===== src/rtl/eth_pkg.sv =====
// Shared Ethernet definitions: RX writer state encoding, status word layout, sizing defaults.
// Also used by the TX formatter for the core-nibble position in DMAC byte 5.
package eth_pkg;

   typedef enum logic [2:0] {
      RX_IDLE    = 3'd0,
      RX_COLLECT = 3'd1,
      RX_WAITEND = 3'd2,
      RX_FLUSH   = 3'd3,
      RX_STATUS  = 3'd4,
      RX_DROP    = 3'd5
   } rx_state_t;

   localparam int MAX_BYTES_DEF      = 1518;
   localparam int MIN_FREE_WORDS_DEF = 380;
   localparam int DMAC_BYTES         = 6;

   // Destination core lives in the low nibble of DMAC byte 5.
   localparam int CORE_NIBBLE_LSB = 0;

   localparam int ST_CNT_LSB   = 0;
   localparam int ST_CNT_W     = 11;
   localparam int ST_CORE_LSB  = 11;
   localparam int ST_CORE_W    = 4;
   localparam int ST_MATCH_BIT = 15;
   localparam int ST_BCAST_BIT = 16;
   localparam int ST_GOOD_BIT  = 17;
   localparam int ST_TRUNC_BIT = 18;

   function automatic logic [31:0] pack_status(input logic [10:0] cnt,
                                               input logic [3:0]  core,
                                               input logic        match,
                                               input logic        bcast,
                                               input logic        good,
                                               input logic        trunc);
      logic [31:0] s;
      s                            = '0;
      s[ST_CNT_LSB +: ST_CNT_W]    = cnt;
      s[ST_CORE_LSB +: ST_CORE_W]  = core;
      s[ST_MATCH_BIT]              = match;
      s[ST_BCAST_BIT]              = bcast;
      s[ST_GOOD_BIT]               = good;
      s[ST_TRUNC_BIT]              = trunc;
      return s;
   endfunction

endpackage


===== src/rtl/eth_rx_addr_filter.sv =====
// Byte-serial destination MAC comparator: own-address match, broadcast, destination core.
// Results settle one cycle after DMAC byte 5; they read as zero until all six bytes are seen.
module eth_rx_addr_filter
   import eth_pkg::*;
(
   input  logic        clk_i,
   input  logic        reset_i,
   input  logic        start_i,
   input  logic        byteVld_i,
   input  logic [10:0] byteIdx_i,
   input  logic [7:0]  byte_i,
   input  logic [43:0] smac_i,
   output logic        match_o,
   output logic        bcast_o,
   output logic [3:0]  destCore_o
);

   logic        match_q, match_d;
   logic        bcast_q, bcast_d;
   logic        done_q,  done_d;
   logic [3:0]  core_q,  core_d;
   logic [10:0] idx;
   logic [7:0]  expByte;
   logic        eq;

   always_comb begin
      // The first byte arrives in the same cycle as start, before byteIdx_i is rewound.
      idx = start_i ? 11'd0 : byteIdx_i;
      case (idx[2:0])
         3'd0:    expByte = smac_i[43:36];
         3'd1:    expByte = smac_i[35:28];
         3'd2:    expByte = smac_i[27:20];
         3'd3:    expByte = smac_i[19:12];
         3'd4:    expByte = smac_i[11:4];
         default: expByte = {smac_i[3:0], 4'h0};
      endcase
      eq = (idx[2:0] == 3'd5) ? (byte_i[7:4] == smac_i[3:0]) : (byte_i == expByte);

      match_d = match_q;
      bcast_d = bcast_q;
      done_d  = done_q;
      core_d  = core_q;
      if (start_i) begin
         match_d = 1'b1;
         bcast_d = 1'b1;
         done_d  = 1'b0;
         core_d  = 4'h0;
      end
      if (byteVld_i && idx < 11'(DMAC_BYTES)) begin
         match_d = match_d & eq;
         bcast_d = bcast_d & (byte_i == 8'hFF);
         if (idx == 11'(DMAC_BYTES - 1)) begin
            done_d = 1'b1;
            core_d = byte_i[CORE_NIBBLE_LSB +: 4];
         end
      end
   end

   always_ff @(posedge clk_i) begin
      if (reset_i) begin
         match_q <= 1'b0;
         bcast_q <= 1'b0;
         done_q  <= 1'b0;
         core_q  <= 4'h0;
      end else begin
         match_q <= match_d;
         bcast_q <= bcast_d;
         done_q  <= done_d;
         core_q  <= core_d;
      end
   end

   assign match_o    = match_q & done_q;
   assign bcast_o    = bcast_q & done_q;
   assign destCore_o = done_q ? core_q : 4'h0;

endmodule


===== src/rtl/eth_rx_writer.sv =====
// Packs MAC RX bytes into 32-bit DMA words (1-cycle latency) and writes one status word per frame.
// No backpressure: frames are admitted only with a full frame of fifo space, otherwise dropped and counted.
module eth_rx_writer
   import eth_pkg::*;
#(
   parameter int MAX_BYTES      = MAX_BYTES_DEF,
   parameter int MIN_FREE_WORDS = MIN_FREE_WORDS_DEF
)(
   input  logic        ethTXclock,
   input  logic        reset,
   input  logic [7:0]  RXdata,
   input  logic        RXdataValid,
   input  logic        RXgoodFrame,
   input  logic        RXbadFrame,
   input  logic [43:0] SMACaddr,
   input  logic [9:0]  dataFifoFree,
   input  logic        statusFifoFull,
   output logic [31:0] wordOut,
   output logic        wordWrite,
   output logic [31:0] statusOut,
   output logic        statusWrite,
   output logic [15:0] dropCount
);

   localparam logic [10:0] MAX_L      = 11'(MAX_BYTES);
   localparam logic [10:0] MIN_FREE_L = 11'(MIN_FREE_WORDS);

   rx_state_t   state_q, state_d;
   logic        rxValid_q;
   logic [1:0]  byteSel_q, byteSel_d;
   logic [10:0] byteCnt_q, byteCnt_d;
   logic [31:0] acc_q, acc_d;
   logic        trunc_q, trunc_d;
   logic        good_q, good_d;
   logic [31:0] wordOut_q, wordOut_d;
   logic        wordWrite_q, wordWrite_d;
   logic [31:0] statusOut_q, statusOut_d;
   logic        statusWrite_q, statusWrite_d;
   logic [15:0] dropCount_q, dropCount_d;

   logic        frameStart, haveSpace, frameEnd;
   logic        start, accept, store;
   logic [1:0]  selBase;
   logic [10:0] cntBase;
   logic        match, bcast;
   logic [3:0]  destCore;

   eth_rx_addr_filter u_addr_filter (
      .clk_i      (ethTXclock),
      .reset_i    (reset),
      .start_i    (start),
      .byteVld_i  (store),
      .byteIdx_i  (byteCnt_q),
      .byte_i     (RXdata),
      .smac_i     (SMACaddr),
      .match_o    (match),
      .bcast_o    (bcast),
      .destCore_o (destCore)
   );

   always_comb begin
      state_d       = state_q;
      byteSel_d     = byteSel_q;
      byteCnt_d     = byteCnt_q;
      acc_d         = acc_q;
      trunc_d       = trunc_q;
      good_d        = good_q;
      wordOut_d     = wordOut_q;
      wordWrite_d   = 1'b0;
      statusOut_d   = statusOut_q;
      statusWrite_d = 1'b0;
      dropCount_d   = dropCount_q;
      start         = 1'b0;
      accept        = 1'b0;
      store         = 1'b0;

      frameStart = RXdataValid & ~rxValid_q;
      haveSpace  = ({1'b0, dataFifoFree} >= MIN_FREE_L) & ~statusFifoFull;
      frameEnd   = RXgoodFrame | RXbadFrame;

      case (state_q)
         RX_IDLE: begin
            if (frameStart) begin
               if (haveSpace) begin
                  state_d = RX_COLLECT;
                  start   = 1'b1;
                  accept  = 1'b1;
                  trunc_d = 1'b0;
                  good_d  = 1'b0;
               end else begin
                  state_d = RX_DROP;
               end
            end
         end
         RX_COLLECT: begin
            if (RXdataValid) begin
               accept = 1'b1;
            end else if (frameEnd) begin
               good_d  = RXgoodFrame & ~RXbadFrame;
               state_d = RX_FLUSH;
            end else begin
               state_d = RX_WAITEND;
            end
         end
         RX_WAITEND: begin
            if (frameEnd) begin
               good_d  = RXgoodFrame & ~RXbadFrame;
               state_d = RX_FLUSH;
            end
         end
         RX_FLUSH: begin
            // Lanes above byteSel were zeroed when lane 0 was loaded.
            if (byteSel_q != 2'd0) begin
               wordOut_d   = acc_q;
               wordWrite_d = 1'b1;
            end
            state_d = RX_STATUS;
         end
         RX_STATUS: begin
            statusOut_d   = pack_status(byteCnt_q, destCore, match, bcast, good_q, trunc_q);
            statusWrite_d = 1'b1;
            state_d       = RX_IDLE;
         end
         RX_DROP: begin
            if (frameEnd) begin
               if (dropCount_q != 16'hFFFF) dropCount_d = dropCount_q + 16'd1;
               state_d = RX_IDLE;
            end
         end
         default: state_d = RX_IDLE;
      endcase

      selBase = start ? 2'd0  : byteSel_q;
      cntBase = start ? 11'd0 : byteCnt_q;
      if (accept) begin
         if (cntBase == MAX_L) begin
            trunc_d = 1'b1;
         end else begin
            store = 1'b1;
            if (selBase == 2'd0) acc_d = 32'h0;
            acc_d[{selBase, 3'b000} +: 8] = RXdata;
            if (selBase == 2'd3) begin
               wordOut_d   = acc_d;
               wordWrite_d = 1'b1;
            end
            byteSel_d = selBase + 2'd1;
            byteCnt_d = cntBase + 11'd1;
         end
      end
   end

   always_ff @(posedge ethTXclock) begin
      if (reset) begin
         state_q       <= RX_IDLE;
         // Held high so a frame already running at reset release never looks like a start.
         rxValid_q     <= 1'b1;
         byteSel_q     <= 2'd0;
         byteCnt_q     <= 11'd0;
         acc_q         <= 32'h0;
         trunc_q       <= 1'b0;
         good_q        <= 1'b0;
         wordOut_q     <= 32'h0;
         wordWrite_q   <= 1'b0;
         statusOut_q   <= 32'h0;
         statusWrite_q <= 1'b0;
         dropCount_q   <= 16'h0;
      end else begin
         state_q       <= state_d;
         rxValid_q     <= RXdataValid;
         byteSel_q     <= byteSel_d;
         byteCnt_q     <= byteCnt_d;
         acc_q         <= acc_d;
         trunc_q       <= trunc_d;
         good_q        <= good_d;
         wordOut_q     <= wordOut_d;
         wordWrite_q   <= wordWrite_d;
         statusOut_q   <= statusOut_d;
         statusWrite_q <= statusWrite_d;
         dropCount_q   <= dropCount_d;
      end
   end

   assign wordOut     = wordOut_q;
   assign wordWrite   = wordWrite_q;
   assign statusOut   = statusOut_q;
   assign statusWrite = statusWrite_q;
   assign dropCount   = dropCount_q;

endmodule


===== config.mk =====
export PLATFORM = sky130hd
export DESIGN_NAME = eth_rx_writer
export DESIGN_NICKNAME = d
export VERILOG_FILES = /design/src/rtl/eth_pkg.sv /design/src/rtl/eth_rx_addr_filter.sv /design/src/rtl/eth_rx_writer.sv
export SDC_FILE = /design/constraint.sdc
export NUM_CORES = 1
export LEC_CHECK = 0
export ABC_CLOCK_PERIOD_IN_PS = 3800
export BUFFER_PORTS_ARGS = -buffer_cell sky130_fd_sc_hd__buf_2
export CAP_MARGIN = 20
export CORE_MARGIN = 5
export CORE_UTILIZATION = 55
export CTS_BUF_LIST = sky130_fd_sc_hd__clkbuf_16
export CTS_CLUSTER_SIZE = 24
export DETAILED_ROUTE_END_ITERATION = 7
export PLACE_DENSITY = 0.88
export SKIP_LAST_GASP = 1
export SLEW_MARGIN = 20
export SYNTH_ARGS = -nofsm -noshare
export SYNTH_HDL_FRONTEND = slang
export SYNTH_HIERARCHICAL = 1
export SYNTH_SLANG_ARGS = --single-unit
export TNS_END_PERCENT = 10

===== constraint.sdc =====
create_clock -name ethTXclock -period 3.8 [get_ports ethTXclock]
set_input_delay 0.57 -clock ethTXclock [delete_from_list [all_inputs] [get_ports ethTXclock]]
set_output_delay 0.57 -clock ethTXclock [all_outputs]
set_load 0.01 [all_outputs]

==> results of run 1 <==
-- metal layers --
| metal | up-vias | GRT usage | share of wire |
|---|---|---|---|
| met4 | 0 | 0.101 | 0.028 |
| li1 | 2939 | - | - |
| met5 | - | 0 | 0 |
| met2 | 279 | 0.410 | 0.48 |
| met1 | 2901 | 0.322 | 0.42 |
| met3 | 42 | 0.0452 | 0.074 |
-- cells in the mapped netlist (4+ instances only) --
master    number  area (sq um)
a211oi_1      35           263
a21oi_1       49           245
a221oi_1      29           254
a221oi_2       5          75.1
a22o_1        31           272
a31oi_1        4          25.0
and2_1        13          81.3
and3_1         6          37.5
buf_2         15          75.1
buf_4         15           113
buf_6          6          67.6
clkbuf_1      17          63.8
dfxtp_1      127          2540
ha_1           9           113
inv_1          8          30.0
mux2i_1       36           360
nand2_1       71           267
nand2b_1       8          50.1
nand3_1       27           135
nand3b_1       4          30.0
nand4_1        7          43.8
nor2_1        40           150
nor2b_1       17           106
nor3_1         6          30.0
nor4_1        11          68.8
o21a_1         4          30.0
o21ai_0       14          70.1
o21ai_1        5          25.0
o22ai_1        4          25.0
or2_2          4          25.0
xnor2_1       27           236
xor2_1         4          35.0
-- path summary, 6_finish.rpt --
path	startpoint	endpoint	slack (ns)	cells after the start
hold / removal	RXdataValid	rxValid_q	0.43	2
setup reg to reg	state_q[0]	u_addr_filter/core_q[3]	0.31	13
setup / recovery	state_q[0]	u_addr_filter/core_q[3]	0.31	13
hold reg to reg	statusOut[11]	statusOut[11]	0.45	2
-- cell families after synthesis --
family / after synthesis / synth area share
and+or+nand+nor: 243 / 0.198
AOI/OAI and AO/OA: 208 / 0.238
DFF: 127 / 0.386
buffers and inverters: 65 / 0.0556
muxes: 41 / 0.0637
xor gates and xnor gates: 31 / 0.0412
adders and majority gates: 9 / 0.0171
other: 1 / 0.000569
-- cell type report --
| class | count | share of cell area |
|---|---|---|
| clock inverter | 15 | 0.0222 |
| sequential | 127 | 0.321 |
| tap | 147 | 0.0232 |
| multi-input combinational | 545 | 0.475 |
| timing repair buffer | 149 | 0.100 |
| clock buffer | 17 | 0.0536 |
| inverter | 11 | 0.00552 |
-- flip-flops by register name, indices dropped and copies added (netlist names), 2 cells and up --
signal	count
acc_q	32
byteCnt_q	11
byteSel_q	2
dropCount	16
state_q	3
statusOut	19
u_addr_filter/core_q	4
wordOut	32
-- worst register-to-register path, stage by stage, from the launching register on --
cell	delay [ns]
dfxtp_1	0.45
nor4b_4	0.40
and2_1	0.20
nand2_1	0.18
and2_1	0.24
ha_1	0.19
and4bb_2	0.26
a31oi_4	0.34
a21oi_4	0.07
inv_4	0.12
a21boi_0	0.43
and2_1	0.30
nand2_1	0.08
a21oi_1	0.15
-- power by group through the flow --
stage	clock network, mW	registers (mW)	logic (mW)
after CTS	1.68	1.36	0.294
after detailed placement	0	1.39	0.291
after floorplan	0	1.38	0.208
after global placement	0	1.39	0.286
final	1.68	1.36	0.299
after global routing	1.74	1.36	0.323
-- per-stage QoR --
step	worst slack, ns	util	hold WS, ns	area (sq um)	power (mW)
after global placement	0.305	0.617	0.440	7320	1.67
after CTS	0.410	0.668	0.423	7930	3.34
after floorplan	0.575	-	0.431	6640	1.59
final	0.311	0.669	0.428	7930	3.34
after detailed placement	0.247	0.617	0.446	7320	1.68
after global routing	0.0571	0.669	0.447	7930	3.43
==> results.json, run 1 <==
{
  "die_w_um": 120,
  "grt_pass1_vias": 5804,
  "run_status": "completed",
  "syn_to_final_growth_pct": 20.3,
  "path_max_fanout": 12,
  "setup_viol": 0,
  "switching_power_mw": 0.805,
  "multi_input_area_sq_um": 3760,
  "drv_slew": 0,
  "clk_pin_slew_ns": 0.06,
  "yosysWarningCount": 6,
  "finalCritPeriodShare": 0.918,
  "drv_cap": 0,
  "crit_path_cell_trace": "nor4b_4 > and2_1 > nand2_1 > and2_1 > ha_1 > and4bb_2 > a31oi_4 > a21oi_4 > inv_4 > a21boi_0 > and2_1 > nand2_1 > a21oi_1",
  "switching_share": 0.241,
  "power.density_nw_per_um2": 421,
  "seqCellArea_sq_um": 2540,
  "slowest_stage": "dfxtp_1",
  "avgViaCountPerCell": 6.09,
  "syn_area_per_cell_sq_um": 9.10,
  "fillers": 928,
  "crit_top_cell": "and2_1",
  "min_path_type": "input port to flip-flop",
  "rsz0062_at_grt": "false",
  "synth_edf_count": 0,
  "cts_max_level": 4,
  "route.vias.total": 6161,
  "p_int_mw": 2.53,
  "fp.dieH_um": 120,
  "rows": 40,
  "p_leak_nw": 3.34,
  "max_freq_mhz": 287,
  "maxSlewHeadroom": 0.436,
  "cts_setup_buffers": 0,
  "cts-hold-fix-buffers": 0,
  "synth-main-ff-cell": "dfxtp_1",
  "io_pins": 150,
  "hold_viol": 0,
  "cts_root_buffer": "clkbuf_16",
  "numCtsBuffers": 17,
  "synth_cells": 725,
  "crit_type": "flip-flop to flip-flop",
  "synth_seq_cells": 127,
  "path_buf_inv": 1,
  "stdcell_count": 1011,
  "core_area_sq_um": 11900,
  "postRouteAntennaNets": 0,
  "layout_commonest_cell": "buf_2",
  "grt-ovfl-total": 0,
  "place_congestion": 0.893,
  "first_pass_iters": 5,
  "cpPeakStageDelay_ns": 0.45,
  "postSynth.asyncResetShare": 0,
  "layout.nets": 928,
  "hpwl_um": 12100,
  "finClkSkew_ns": 0.00718,
  "clkPwrFrac": 0.502,
  "seqPwrFrac": 0.408,
  "grt_usage": 0.248,
  "clock_latency_ns": 0.42,
  "ir_drop_v": 0.000289,
  "drcViolationCount": 0,
  "cts_tree": "yes",
  "synthDistinctLibCells": 81,
  "wl_um": 18200,
  "tns_ns": 0,
  "routedWlPerCell_um": 18.1,
  "cts_max_path_buffers": 2,
  "period_needed_ns": 3.49,
  "critPathCaptureType": "flip-flop",
  "antenna_found_initial": 0,
  "grt_max_degree": 66,
  "cts_resized": 0,
  "grt_pass1_wl_um": 29100,
  "synth_area_sq_um": 6600,
  "cts_sinks": 127,
  "worstPathArrival_ns": 3.83,
  "crit_required_ns": 4.14,
  "dieArea_sq_um": 14300,
  "numPortBuffers": 134,
  "power_frac_comb": 0.090,
  "drive_above_1_share": 0.241,
  "start_kind": "flip-flop",
  "worstMarginPinSlew_ns": 0.843,
  "cp_top_family": "simple AND/OR/NAND/NOR gates",
  "start_util": 0.556,
  "drt_iter0_drc": 666,
  "layout_common_cells": "buf_2 (134), dfxtp_1 (127), nand2_1 (71)",
  "ys_seq_area_frac": 0.386,
  "antenna_cells": 0,
  "dp_cells": 979
}
Power figures use the tool's default switching activity.
==> run 2, diff against run 1 <==
--- a/config.mk
+++ b/config.mk
@@ -5,15 +5,15 @@
 export SDC_FILE = /design/constraint.sdc
 export NUM_CORES = 1
 export LEC_CHECK = 0
-export ABC_CLOCK_PERIOD_IN_PS = 3800
+export ABC_CLOCK_PERIOD_IN_PS = 2850
 export BUFFER_PORTS_ARGS = -buffer_cell sky130_fd_sc_hd__buf_2
 export CAP_MARGIN = 20
 export CORE_MARGIN = 5
-export CORE_UTILIZATION = 55
+export CORE_UTILIZATION = 49
 export CTS_BUF_LIST = sky130_fd_sc_hd__clkbuf_16
 export CTS_CLUSTER_SIZE = 24
 export DETAILED_ROUTE_END_ITERATION = 7
-export PLACE_DENSITY = 0.88
+export PLACE_DENSITY = 0.83
 export SKIP_LAST_GASP = 1
 export SLEW_MARGIN = 20
 export SYNTH_ARGS = -nofsm -noshare
==> constraint.sdc (replaced) <==
create_clock -name ethTXclock -period 2.85 [get_ports ethTXclock]
set_input_delay 0.4275 -clock ethTXclock [delete_from_list [all_inputs] [get_ports ethTXclock]]
set_output_delay 0.4275 -clock ethTXclock [all_outputs]
set_load 0.01 [all_outputs]
==> run 2 against run 1 <==
  * Design area grew 5.6%
  * Hold slack worse by 0.059 ns
  * Power up 30%
  * Clock skew is 0.0016 ns lower
  * Clock power grew 24%
  * Sequential power is 33% higher
  * Register-to-register slack got worse by 0.28 ns
  * Combinational power grew 50%
  * Die area increased by 11%
  * Critical path type unchanged
==> results.json, run 2 (same netlist as run 1, synthesis figures left out) <==
{
  "run_status": "completed",
  "first_pass_iters": 5,
  "syn_to_final_growth_pct": 26.9,
  "cpPeakStageDelay_ns": 0.34,
  "drcViolationCount": 0,
  "routedWlPerCell_um": 17.7,
  "drt_iter0_drc": 537,
  "clkPwrFrac": 0.480,
  "switching_share": 0.238,
  "cts_root_buffer": "clkbuf_16",
  "grt_max_degree": 39,
  "p_int_mw": 3.31,
  "holdPathStages": 3,
  "slowest_stage": "a21oi_2",
  "postRouteAntennaNets": 0,
  "cts_max_level": 4,
  "min_from": "RXdataValid",
  "clock_latency_ns": 0.41,
  "start_util": 0.498,
  "critPathCaptureType": "flip-flop",
  "drive_above_1_share": 0.286,
  "holdWs_ns": 0.369,
  "path_max_fanout": 7,
  "finalInstanceArea_sq_um": 8370,
  "place_congestion": 0.884,
  "crit_required_ns": 3.20,
  "cts_tree": "yes",
  "hold_viol": 0,
  "rrSetupSlack_ns": 0.03,
  "layout_commonest_cell": "buf_2",
  "route.vias.total": 6296,
  "hold_end": "rxValid_q",
  "power_frac_comb": 0.103,
  "met2_length_um": 9250,
  "seqPwrFrac": 0.417,
  "grt-ovfl-total": 0,
  "numCtsBuffers": 17,
  "cts_max_path_buffers": 2,
  "finClkSkew_ns": 0.00562,
  "grt_pass1_wl_um": 30200,
  "layout_common_cells": "buf_2 (134), dfxtp_1 (126), nand2_1 (70)",
  "die_w_um": 126,
  "max_freq_mhz": 355,
  "worstPathArrival_ns": 3.17,
  "min_path_type": "input port to flip-flop",
  "placed_cell_area_sq_um": 7680,
  "highest_layer": "met4",
  "dieArea_sq_um": 15900,
  "antenna_cells": 0,
  "period_needed_ns": 2.82,
  "crit_type": "flip-flop to flip-flop",
  "avgViaCountPerCell": 5.82,
  "grt_usage": 0.230,
  "fp.dieH_um": 126,
  "drv_slew": 0,
  "rows": 42,
  "reg2reg_to": "acc_q[2]",
  "wl_um": 19100,
  "postLayoutCoreUtil": 0.632,
  "dp_cells": 1045,
  "start_kind": "flip-flop",
  "power.density_nw_per_um2": 518,
  "p_total_mw": 4.34,
  "fillers": 1098,
  "clk_pin_slew_ns": 0.05,
  "drv_cap": 0,
  "layout.nets": 972,
  "ff2ff_path_depth": 14,
  "numPortBuffers": 134,
  "finalCritPeriodShare": 0.989,
  "crit_top_cell": "buf_4",
  "rsz0062_at_grt": "true",
  "ir_drop_v": 0.000382,
  "stdcell_count": 1082,
  "cts_sinks": 127,
  "worstMarginPinSlew_ns": 0.711,
  "core_area_sq_um": 13200,
  "setup_viol": 0,
  "wl_met3_um": 1330,
  "crit_path_cell_trace": "nor4b_4 > and2_4 > nand2_4 > and2_1 > inv_1 > ha_1 > and4bb_2 > buf_4 > a31oi_4 > a21oi_4 > inv_4 > buf_4 > a21oi_2 > a22o_1",
  "switching_power_mw": 1.03,
  "regToRegStartpoint": "rxValid_q",
  "io_pins": 150,
  "p_leak_nw": 3.62,
  "maxSlewHeadroom": 0.526,
  "grt_pass1_vias": 6016,
  "antenna_found_initial": 0,
  "met1_length_um": 8120,
  "hpwl_um": 13000
}
==> run 2: stage by stage <==
step | setup TNS, ns | setup slack (ns)
global route | -4.38 | -0.153
global placement | -0.945 | -0.135
floorplan | -0.183 | -0.0254
detailed placement | -5.33 | -0.285
finish | 0 | 0.0307
CTS | 0 | 0.0344
==> run 2: cell type report <==
cell class                      count  area (sq um)  area share
Clock buffer                       17           425      0.0508
Clock inverter                     13           134      0.0160
Inverter                           11          43.8     0.00523
Multi-Input combinational cell    545          3810       0.455
Sequential cell                   127          2540       0.304
Tap cell                          176           220      0.0263
Timing Repair Buffer              193          1200       0.143
==> run 2: layer usage <==
| layer | up-vias | global-route usage |
|---|---|---|
| met5 | - | 0 |
| met4 | 0 | 0.0877 |
| met3 | 32 | 0.0500 |
| met2 | 275 | 0.367 |
| met1 | 2964 | 0.305 |
| li1 | 3025 | - |
==> run 2: critical path, delay by kind of cell (launching register included) <==
family,cells,cell delay (ns)
adder cells (fa/ha/maj),1,0.14
AO/OA/AOI/OAI,4,0.85
buffers and inverters,4,0.39
flip-flops,1,0.33
AND/OR/NAND/NOR,5,1.03
==> run 2: repair_timing <==
action                     4_1_cts  5_1_grt
gates resized for setup          0       10
setup buffers                    0        7
setup endpoints to repair        0       52
hold buffers                     0        0
==> run 2: how the worst max path moves through the flow <==
stage | from | to | depth (start not counted)
floorplan | statusFifoFull | acc_q[16] | 14
global route | rxValid_q | wordOut[14] | 10
global placement | dataFifoFree[8] | u_addr_filter/match_q | 12
detailed placement | dataFifoFree[8] | u_addr_filter/match_q | 12
CTS | state_q[0] | wordOut[14] | 13
finish | rxValid_q | acc_q[2] | 14
==> run 2: power by group through the flow <==
stage | Clock (mW) | Sequential [mW] | Combinational (mW)
CTS | 2.10 | 1.81 | 0.433
detailed placement | 0 | 1.85 | 0.430
floorplan | 0 | 1.84 | 0.279
global route | 2.19 | 1.81 | 0.483
finish | 2.08 | 1.81 | 0.448
global placement | 0 | 1.84 | 0.422
==> run 3, diff against run 2 <==
--- a/config.mk
+++ b/config.mk
@@ -8,12 +8,14 @@
 export ABC_CLOCK_PERIOD_IN_PS = 2850
 export BUFFER_PORTS_ARGS = -buffer_cell sky130_fd_sc_hd__buf_2
 export CAP_MARGIN = 20
+export CELL_PAD_IN_SITES_DETAIL_PLACEMENT = 2
+export CELL_PAD_IN_SITES_GLOBAL_PLACEMENT = 2
 export CORE_MARGIN = 5
-export CORE_UTILIZATION = 49
+export CORE_UTILIZATION = 29
 export CTS_BUF_LIST = sky130_fd_sc_hd__clkbuf_16
 export CTS_CLUSTER_SIZE = 24
 export DETAILED_ROUTE_END_ITERATION = 7
-export PLACE_DENSITY = 0.83
+export PLACE_DENSITY = 0.82
 export SKIP_LAST_GASP = 1
 export SLEW_MARGIN = 20
 export SYNTH_ARGS = -nofsm -noshare
==> run 3 against run 2 <==
  * The flow now finishes with violations (setup timing)
  * Highest routed layer unchanged
  * Largest cell class unchanged
  * Die area is 63% higher
  * Setup slack worse by 0.15 ns
  * Clock skew is 0.0044 ns higher
==> results.json, run 3 (same netlist as run 1, synthesis figures left out) <==
{
  "run_status": "complete, but fails checks",
  "violations": "setup timing",
  "rows": 55,
  "cts_max_level": 4,
  "clk_pin_slew_ns": 0.06,
  "cts_tree": "yes",
  "layout_common_cells": "buf_2 (134), dfxtp_1 (125), nand2_1 (70)",
  "finClkSkew_ns": 0.00997,
  "holdWs_ns": 0.346,
  "maxSlewHeadroom": 0.346,
  "antenna_found_initial": 0,
  "grt_pass1_vias": 7308,
  "core_area_sq_um": 22500,
  "path_max_fanout": 8,
  "max_freq_mhz": 337,
  "power.density_nw_per_um2": 492,
  "tns_ns": -0.202,
  "io_pins": 150,
  "multi_input_area_sq_um": 4010,
  "drv_cap": 0,
  "crit_type": "flip-flop to flip-flop",
  "finalCritPeriodShare": 1.04,
  "min_path_type": "input port to flip-flop",
  "numPortBuffers": 134,
  "numCtsBuffers": 17,
  "avgViaCountPerCell": 5.52,
  "grt-ovfl-total": 0,
  "wl_um": 28800,
  "cts_root_buffer": "clkbuf_16",
  "clock_latency_ns": 0.44,
  "drcViolationCount": 0,
  "start_kind": "flip-flop",
  "dieArea_sq_um": 25900,
  "fillers": 2450,
  "layout_commonest_cell": "buf_2",
  "drv_slew": 0,
  "start_util": 0.293,
  "ir_drop_v": 0.000305,
  "worstPathArrival_ns": 3.27,
  "critPathCaptureType": "flip-flop",
  "syn_to_final_growth_pct": 35.0,
  "dp_slack_ns": -0.498,
  "worstMarginPinSlew_ns": 0.980,
  "cts_sinks": 127,
  "fp.dieH_um": 161,
  "drive_above_1_share": 0.335,
  "period_needed_ns": 2.96,
  "drt_iter0_drc": 359,
  "place_congestion": 0.796,
  "postLayoutCoreUtil": 0.396,
  "die_w_um": 161,
  "grt_pass1_wl_um": 41800,
  "p_leak_nw": 3.82,
  "hold_viol": 0,
  "first_pass_iters": 4,
  "postRouteAntennaNets": 0,
  "antenna_cells": 0,
  "cts_max_path_buffers": 2,
  "routedWlPerCell_um": 23.8,
  "seqCellArea_sq_um": 2550,
  "grt_max_degree": 80,
  "crit_required_ns": 3.16,
  "rsz0062_at_grt": "true",
  "setup_ws_ns": -0.114,
  "layout.nets": 990,
  "setup_viol": 3,
  "grt_usage": 0.203,
  "route.vias.total": 6686,
  "hpwl_um": 17800,
  "cts-hold-fix-buffers": 0
}
## run 3: metrics by stage
step                power (mW)  instance area (sq um)  instances
global route              4.54                   8900       1211
floorplan                 2.12                   6650        737
finish                    4.38                   8900       1211
CTS                       4.37                   8620       1204
global placement          2.32                   7930       1165
detailed placement        2.35                   7930       1165
## run 3: where the power goes
group	internal, mW	switching, mW
Sequential	1.79	0.0153
Combinational	0.215	0.339
Clock	1.17	0.852
## run 3: layer usage
metal | track usage | wire (um)
met1 | 0.245 | 11800
met2 | 0.363 | 15100
met3 | 0.0395 | 1170
met4 | 0.0609 | 753
met5 | 0 | 0
## run 3: layout make-up
| class | count | area share |
|---|---|---|
| clock inverters | 15 | 0.0121 |
| repair buffers | 211 | 0.159 |
| clock buffers | 17 | 0.0478 |
| inverters | 11 | 0.00492 |
| well taps | 285 | 0.0400 |
| multi-input cells | 545 | 0.450 |
| flip-flops and latches | 127 | 0.286 |
## run 3: worst paths after layout
path / endpoint / startpoint / depth (start not counted) / slack, ns
setup / recovery: wordOut[29] / state_q[1] / 12 / -0.11
hold / removal: rxValid_q / RXdataValid / 3 / 0.35
setup reg to reg: wordOut[29] / state_q[1] / 12 / -0.11
hold reg to reg: statusOut[8] / statusOut[8] / 2 / 0.45
## run 3: critical path, stage by stage, from the launching register on
cell,delay [ns]
dfxtp_4,0.35
nor4b_4,0.29
and2_4,0.20
nand2_4,0.07
and2_1,0.19
inv_1,0.13
ha_1,0.31
buf_4,0.17
nand4bb_1,0.22
a21oi_1,0.24
buf_6,0.22
a221oi_2,0.10
a211oi_1,0.34
## run 3: timing repair
action	in CTS	in global routing
setup endpoints to repair	33	66
gates cloned	1	3
gates resized for setup	14	34
hold endpoints to repair	0	0
buffers inserted	6	7
pin swaps	3	19
